--- src/rtl/ahb_fabric_n.sv ---
// AHB-Lite single-master fabric: address-field decode to NPORT slaves,
// built-in ERROR default slave, per-port data-phase watchdog, hung flags.
module ahb_fabric_n #(
   parameter int NPORT   = 3,
   parameter int SEL_LSB = 12,
   parameter int SEL_W   = 4,
   parameter int TIMEOUT = 1024
) (
   input  logic                  clk,
   input  logic                  resetn,
   input  logic [31:0]           ahb_s0_haddr_i,
   input  logic                  ahb_s0_hwrite_i,
   input  logic [2:0]            ahb_s0_hsize_i,
   input  logic [2:0]            ahb_s0_hburst_i,
   input  logic [3:0]            ahb_s0_hprot_i,
   input  logic [1:0]            ahb_s0_htrans_i,
   input  logic                  ahb_s0_hmastlock_i,
   input  logic [31:0]           ahb_s0_hwdata_i,
   output logic                  ahb_s0_hready_o,
   output logic                  ahb_s0_hresp_o,
   output logic [31:0]           ahb_s0_hrdata_o,
   output logic [NPORT*32-1:0]   ahb_m_haddr_o,
   output logic [NPORT-1:0]      ahb_m_hwrite_o,
   output logic [NPORT*3-1:0]    ahb_m_hsize_o,
   output logic [NPORT*3-1:0]    ahb_m_hburst_o,
   output logic [NPORT*4-1:0]    ahb_m_hprot_o,
   output logic [NPORT*2-1:0]    ahb_m_htrans_o,
   output logic [NPORT-1:0]      ahb_m_hmastlock_o,
   output logic [NPORT*32-1:0]   ahb_m_hwdata_o,
   input  logic [NPORT-1:0]      ahb_m_hready_i,
   input  logic [NPORT-1:0]      ahb_m_hresp_i,
   input  logic [NPORT*32-1:0]   ahb_m_hrdata_i,
   output logic [NPORT-1:0]      hung_o,
   input  logic [NPORT-1:0]      hung_clr_i
);

   localparam logic [2:0] D_NONE = 3'd0;
   localparam logic [2:0] D_PORT = 3'd1;
   localparam logic [2:0] D_DEF  = 3'd2;
   localparam logic [2:0] D_ERR1 = 3'd3;
   localparam logic [2:0] D_ERR2 = 3'd4;

   localparam int PW = (NPORT > 1) ? $clog2(NPORT) : 1;
   localparam int WW = (TIMEOUT > 0) ? $clog2(TIMEOUT + 1) : 1;
   localparam logic [WW-1:0] WLAST = (TIMEOUT > 0) ? WW'(TIMEOUT - 1) : '0;

   logic [2:0]       dkind;
   logic [PW-1:0]    dport;
   logic [WW-1:0]    wcnt;
   logic [SEL_W-1:0] sel;
   logic             hit;
   logic [PW-1:0]    hit_port;
   logic             p_rdy;
   logic             p_resp;
   logic [31:0]      p_rdata;
   logic             tmo;
   logic             accepted;
   logic [NPORT-1:0] hung_set;

   assign sel = ahb_s0_haddr_i[SEL_LSB +: SEL_W];

   // A hung port falls through to the default slave until software clears it
   always_comb begin
      hit = 1'b0;
      hit_port = '0;
      for (int p = 0; p < NPORT; p++) begin
         if (sel == SEL_W'(p) && !hung_o[p]) begin
            hit = 1'b1;
            hit_port = PW'(p);
         end
      end
   end

   assign ahb_m_haddr_o     = {NPORT{ahb_s0_haddr_i}};
   assign ahb_m_hwrite_o    = {NPORT{ahb_s0_hwrite_i}};
   assign ahb_m_hsize_o     = {NPORT{ahb_s0_hsize_i}};
   assign ahb_m_hburst_o    = {NPORT{ahb_s0_hburst_i}};
   assign ahb_m_hprot_o     = {NPORT{ahb_s0_hprot_i}};
   assign ahb_m_hmastlock_o = {NPORT{ahb_s0_hmastlock_i}};
   assign ahb_m_hwdata_o    = {NPORT{ahb_s0_hwdata_i}};

   for (genvar p = 0; p < NPORT; p++) begin : g_trans
      assign ahb_m_htrans_o[p*2 +: 2] =
         (hit && hit_port == PW'(p) && ahb_s0_hready_o) ?
         ahb_s0_htrans_i : 2'b00;
   end

   always_comb begin
      p_rdy = 1'b1;
      p_resp = 1'b0;
      p_rdata = '0;
      for (int p = 0; p < NPORT; p++) begin
         if (dport == PW'(p)) begin
            p_rdy = ahb_m_hready_i[p];
            p_resp = ahb_m_hresp_i[p];
            p_rdata = ahb_m_hrdata_i[p*32 +: 32];
         end
      end
   end

   always_comb begin
      ahb_s0_hready_o = 1'b1;
      ahb_s0_hresp_o = 1'b0;
      ahb_s0_hrdata_o = '0;
      case (dkind)
         D_PORT: begin
            ahb_s0_hready_o = p_rdy;
            ahb_s0_hresp_o = p_resp;
            ahb_s0_hrdata_o = p_rdata;
         end
         D_DEF, D_ERR1: begin
            ahb_s0_hready_o = 1'b0;
            ahb_s0_hresp_o = 1'b1;
         end
         D_ERR2: begin
            ahb_s0_hresp_o = 1'b1;
         end
         default: ;
      endcase
   end

   assign accepted = ahb_s0_htrans_i[1] && ahb_s0_hready_o;
   assign tmo = (TIMEOUT > 0) && dkind == D_PORT && !p_rdy && wcnt == WLAST;

   always_comb begin
      hung_set = '0;
      for (int p = 0; p < NPORT; p++)
         hung_set[p] = tmo && dport == PW'(p);
   end

   always_ff @(posedge clk or negedge resetn) begin
      if (!resetn) begin
         dkind <= D_NONE;
         dport <= '0;
         wcnt <= '0;
         hung_o <= '0;
      end else begin
         hung_o <= (hung_o & ~hung_clr_i) | hung_set;
         if (ahb_s0_hready_o) begin
            if (accepted) begin
               dkind <= hit ? D_PORT : D_DEF;
               dport <= hit_port;
            end else begin
               dkind <= D_NONE;
            end
         end else if (dkind == D_DEF || dkind == D_ERR1) begin
            dkind <= D_ERR2;
         end else if (tmo) begin
            dkind <= D_ERR1;
         end
         if (TIMEOUT > 0 && dkind == D_PORT && !p_rdy && !tmo)
            wcnt <= wcnt + WW'(1);
         else
            wcnt <= '0;
      end
   end

endmodule

--- config.mk ---
export PLATFORM = sky130hd
export DESIGN_NAME = ahb_fabric_n
export DESIGN_NICKNAME = d
export VERILOG_FILES = /design/src/rtl/ahb_fabric_n.sv
export SDC_FILE = /design/constraint.sdc
export NUM_CORES = 1
export LEC_CHECK = 0
export CAP_MARGIN = 20
export CORE_AREA = 5 5 176 178
export DETAILED_ROUTE_END_ITERATION = 6
export DIE_AREA = 0 0 181 183
export PLACE_DENSITY_LB_ADDON = 0.2
export SLEW_MARGIN = 20
export SYNTH_ARGS = -nofsm -noshare
export SYNTH_HDL_FRONTEND = slang
export SYNTH_SLANG_ARGS = --single-unit
--- constraint.sdc ---
create_clock -name clk -period 6.4 [get_ports clk]
set_input_delay 1.92 -clock clk [delete_from_list [all_inputs] [get_ports clk]]
set_output_delay 1.92 -clock clk [all_outputs]
set_load 0.03 [all_outputs]
==> key figures, run 1 <==
Layout
  • Share of cells above drive strength 1: 0.02963
  • Fillers: 3,346
  • Antenna fix cells: 0
  • Post-layout util: 0.1358
  • Synthesis-to-layout area growth: 13.52%
  • Fin cells: 795
  • Finished layout cell area: 3970 um^2
  • Layout Nets: 592

Yosys
  • Library cells used by synthesis: 34
  • Top-area cell type share of the netlist area: 0.4916
  • Synthesized area: 3497 um^2
  • Number of synthesized flops with an enable pin: 0
  • Top_reg_cell synth: dfrtp_1
  • Cell taking the most area after synthesis: buf_4
  • Syn Area/Cell: 7.331 um^2
  • Total of warnings raised by yosys: 0
  • Sequential fraction of the synthesis area: 0.1360
  • Top-count cell post-synth: buf_4
  • Post-Synthesis Cells: 477
  • Top cells by area, synth: buf_4 (49%), dfrtp_1 (14%), mux2i_1 (9.7%)
  • Ys async rst share: 1.000
  • Syn_nets: 663
  • Most frequent cells after synthesis: buf_4 (229), nor2_1 (82), mux2i_1 (34)
  • #FFs+latches synth: 19

GRT
  • Overflow left after global routing: 0
  • Vias in the first global route: 2,776
  • First-pass GRT wire length: 18,540 um
  • Initial antenna violation count: 0
  • Tot GR Track Use: 0.07251
  • Largest net degree at the start of global routing: 35

Place
  • Final GP Congestion: 0.7495
  • HPWL Detailed: 10,900 um
  • Setup WS pre-CTS: 0.3037 ns
  • Port Buffers: 167
  • Placed cells: 791
  • Area after DPL: 3891 um^2

Critical path
  • Crit path max fanout: 7
  • CP required: 4.48 ns
  • Type of origin of the critical path: primary input
  • Critical Path AT: 4.15 ns
  • Crit path capture type: output pin
  • Setup CP Type: in -> out

Floorplanning
  • Initial Util: 0.1196
  • Boundary Pins: 456
  • Die Y: 183 um
  • Die Wd: 181 um
  • Core Area: 29,240 um^2
  • FP Rows: 63
  • Die footprint: 33,120 um^2

Power
  • Pwr dens: 120.9 nW/um^2
  • Total chip power: 0.4801 mW
  • Leakage dissipation: 1.377 nW
  • Peak supply drop: 102.3 uV

Timing
  • F_max: 0.1648 GHz
  • Period utilization: 0.9480
  • Finish-stage setup viols: 0
  • Fin. Hold Viols: 0
  • Worst setup margin: 0.3328 ns
  • Hold_ws: 0.5158 ns
  • Slew @ Worst Pin: 1.033 ns
  • Final min period: 6.067 ns
  • Setup_tns: 0 ns
  • Slew margin rel.: 0.3098
  • RSZ-0062 raised after global routing: false
  • Fin. max-slew vios: 0
  • Final clock skew: 0.002770 ns

Clocking
  • CTS Buffer Depth: 2
  • Reg clk slew, reported paths: 0.05 ns
  • Post-CTS Setup Bufs: 0
  • Clk sinks: 19
  • Post-CTS resize count: 0
  • Total CTS buffers: 3
  • CTS tree: yes
  • Root Driver: clkbuf_16
  • Hold-fix buffers, CTS: 0
  • H-tree Lvls: 1
  • Clock Latency Late Sink: 0.25 ns

Routing
  • # DRC: 0
  • Drt total wl: 13,250 um
  • Vias per cell: 3.289
  • Drt wl/cell: 16.66 um
  • Post-DRT Antenna Nets: 0
  • Iter 0 DRT Violations: 84
  • Via count: 2,615
  • Drt first pass iters: 4

Outcome
  • Status: complete, no violations

Run
  • Max-Cap Viols: 0

Worst hold path
  • Hold Path Class: reg -> reg
[power breakdown]
part | leakage, nW | internal [mW] | switching (mW)
registers | 0.259 | 0.124 | 0.00903
clock network | 0.0382 | 0.0847 | 0.0437
logic | 1.08 | 0.115 | 0.104
total | 1.38 | 0.324 | 0.157
[logic make-up (layout without fill, tap and decap cells)]
| logic type | after synthesis | in the layout | synth area share |
|---|---|---|---|
| flip-flops | 19 | 19 | 0.1360 |
| multiplexers | 34 | 34 | 0.09732 |
| adder cells (fa/ha/maj) | 1 | 1 | 0.003577 |
| XOR/XNOR | 8 | 8 | 0.02004 |
| buffers and inverters | 252 | 180 | 0.5206 |
| AND/OR/NAND/NOR | 118 | 118 | 0.1503 |
| AO/OA/AOI/OAI | 45 | 45 | 0.07227 |
[critical path: stages]
cell	delay, ns
clkdlybuf4s50_1	0.46
or3b_1	0.41
and4b_1	0.32
nor3_1	0.31
clkdlybuf4s50_1	0.73
[cell usage in the layout, fill, tap and decap left out, drive strengths merged]
master         synthesis  routed
clkdlybuf4s50          0     167
nor2                  82      82
mux2i                 34      34
a21oi                 33      33
dfrtp                 19      19
nand3                  8       8
xor2                   7       7
nand2                  7       7
inv                    6       6
nor3                   4       4
clkbuf                 8       4
o21ai                  3       3
nand4                  3       3
buf                  238       3
nand2b                 3       3
and4b                  2       2
and4                   2       2
and3                   2       2
o32ai                  2       2
a21o                   2       2
or3b                   2       2
nor2b                  2       2
o2bb2ai                1       1
o22ai                  1       1
nand4b                 1       1
xnor2                  1       1
o211a                  1       1
a22oi                  1       1
a21boi                 1       1
ha                     1       1
[path summary, 6_finish.rpt]
| path | endpoint | from | depth (start not counted) | slack [ns] |
|---|---|---|---|---|
| max | ahb_m_htrans_o[3] | ahb_m_hready_i[0] | 5 | 0.33 |
| min | wcnt[10]$_DFF_PN0_ | wcnt[10]$_DFF_PN0_ | 1 | 0.52 |
| max reg2reg | dport[0]$_DFFE_PN0P_ | dport[0]$_DFFE_PN0P_ | 5 | 4.09 |
| min reg2reg | wcnt[10]$_DFF_PN0_ | wcnt[10]$_DFF_PN0_ | 1 | 0.52 |
| max in group asynchronous | dport[0]$_DFFE_PN0P_ | resetn | 1 | 3.61 |
| min in group asynchronous | hung_o[0]$_DFF_PN0_ | resetn | 1 | 2.18 |
[layer usage]
layer  track usage  part of all wire  vias to the layer above  routed length, um
li1              -                 -                     1165                  -
met3       0.04601              0.15                       58               1935
met2        0.1241              0.48                      250               6400
met1       0.07466              0.34                     1142               4560
met4       0.01921             0.026                        0                350
met5             0                 0                        -                  0
[sequential cells by signal, summed over array words and instances (netlist names)]
signal,flops
wcnt,11
hung_o,3
dkind,3
dport,2
[area by class of cell]
class	count	area, um^2	area share
inverters	6	22.52	0.005673
clock buffers	4	78.83	0.01986
flip-flops and latches	19	478.0	0.1204
repair buffers	170	1694	0.4267
well taps	390	488.0	0.1229
multi-input cells	206	1209	0.3044
No activity file was read; power rests on OpenSTA's default activity.
==> inputs of run 2 (changes only) <==
--- a/config.mk
+++ b/config.mk
@@ -7,6 +7,7 @@
 export LEC_CHECK = 0
 export CAP_MARGIN = 20
 export CORE_AREA = 5 5 176 178
+export CTS_CLUSTER_SIZE = 20
 export DETAILED_ROUTE_END_ITERATION = 6
 export DIE_AREA = 0 0 181 183
 export PLACE_DENSITY_LB_ADDON = 0.2
==> results of run 2 <==
The final DEF is identical to that of run 1; final timing and power are the same.
==> inputs of run 3 (changes only) <==
--- a/config.mk
+++ b/config.mk
@@ -11,7 +11,6 @@
 export DETAILED_ROUTE_END_ITERATION = 6
 export DIE_AREA = 0 0 181 183
 export PLACE_DENSITY_LB_ADDON = 0.2
-export SLEW_MARGIN = 20
 export SYNTH_ARGS = -nofsm -noshare
 export SYNTH_HDL_FRONTEND = slang
 export SYNTH_SLANG_ARGS = --single-unit
==> results of run 3 <==
The final DEF is identical to that of run 1; final timing and power are the same.
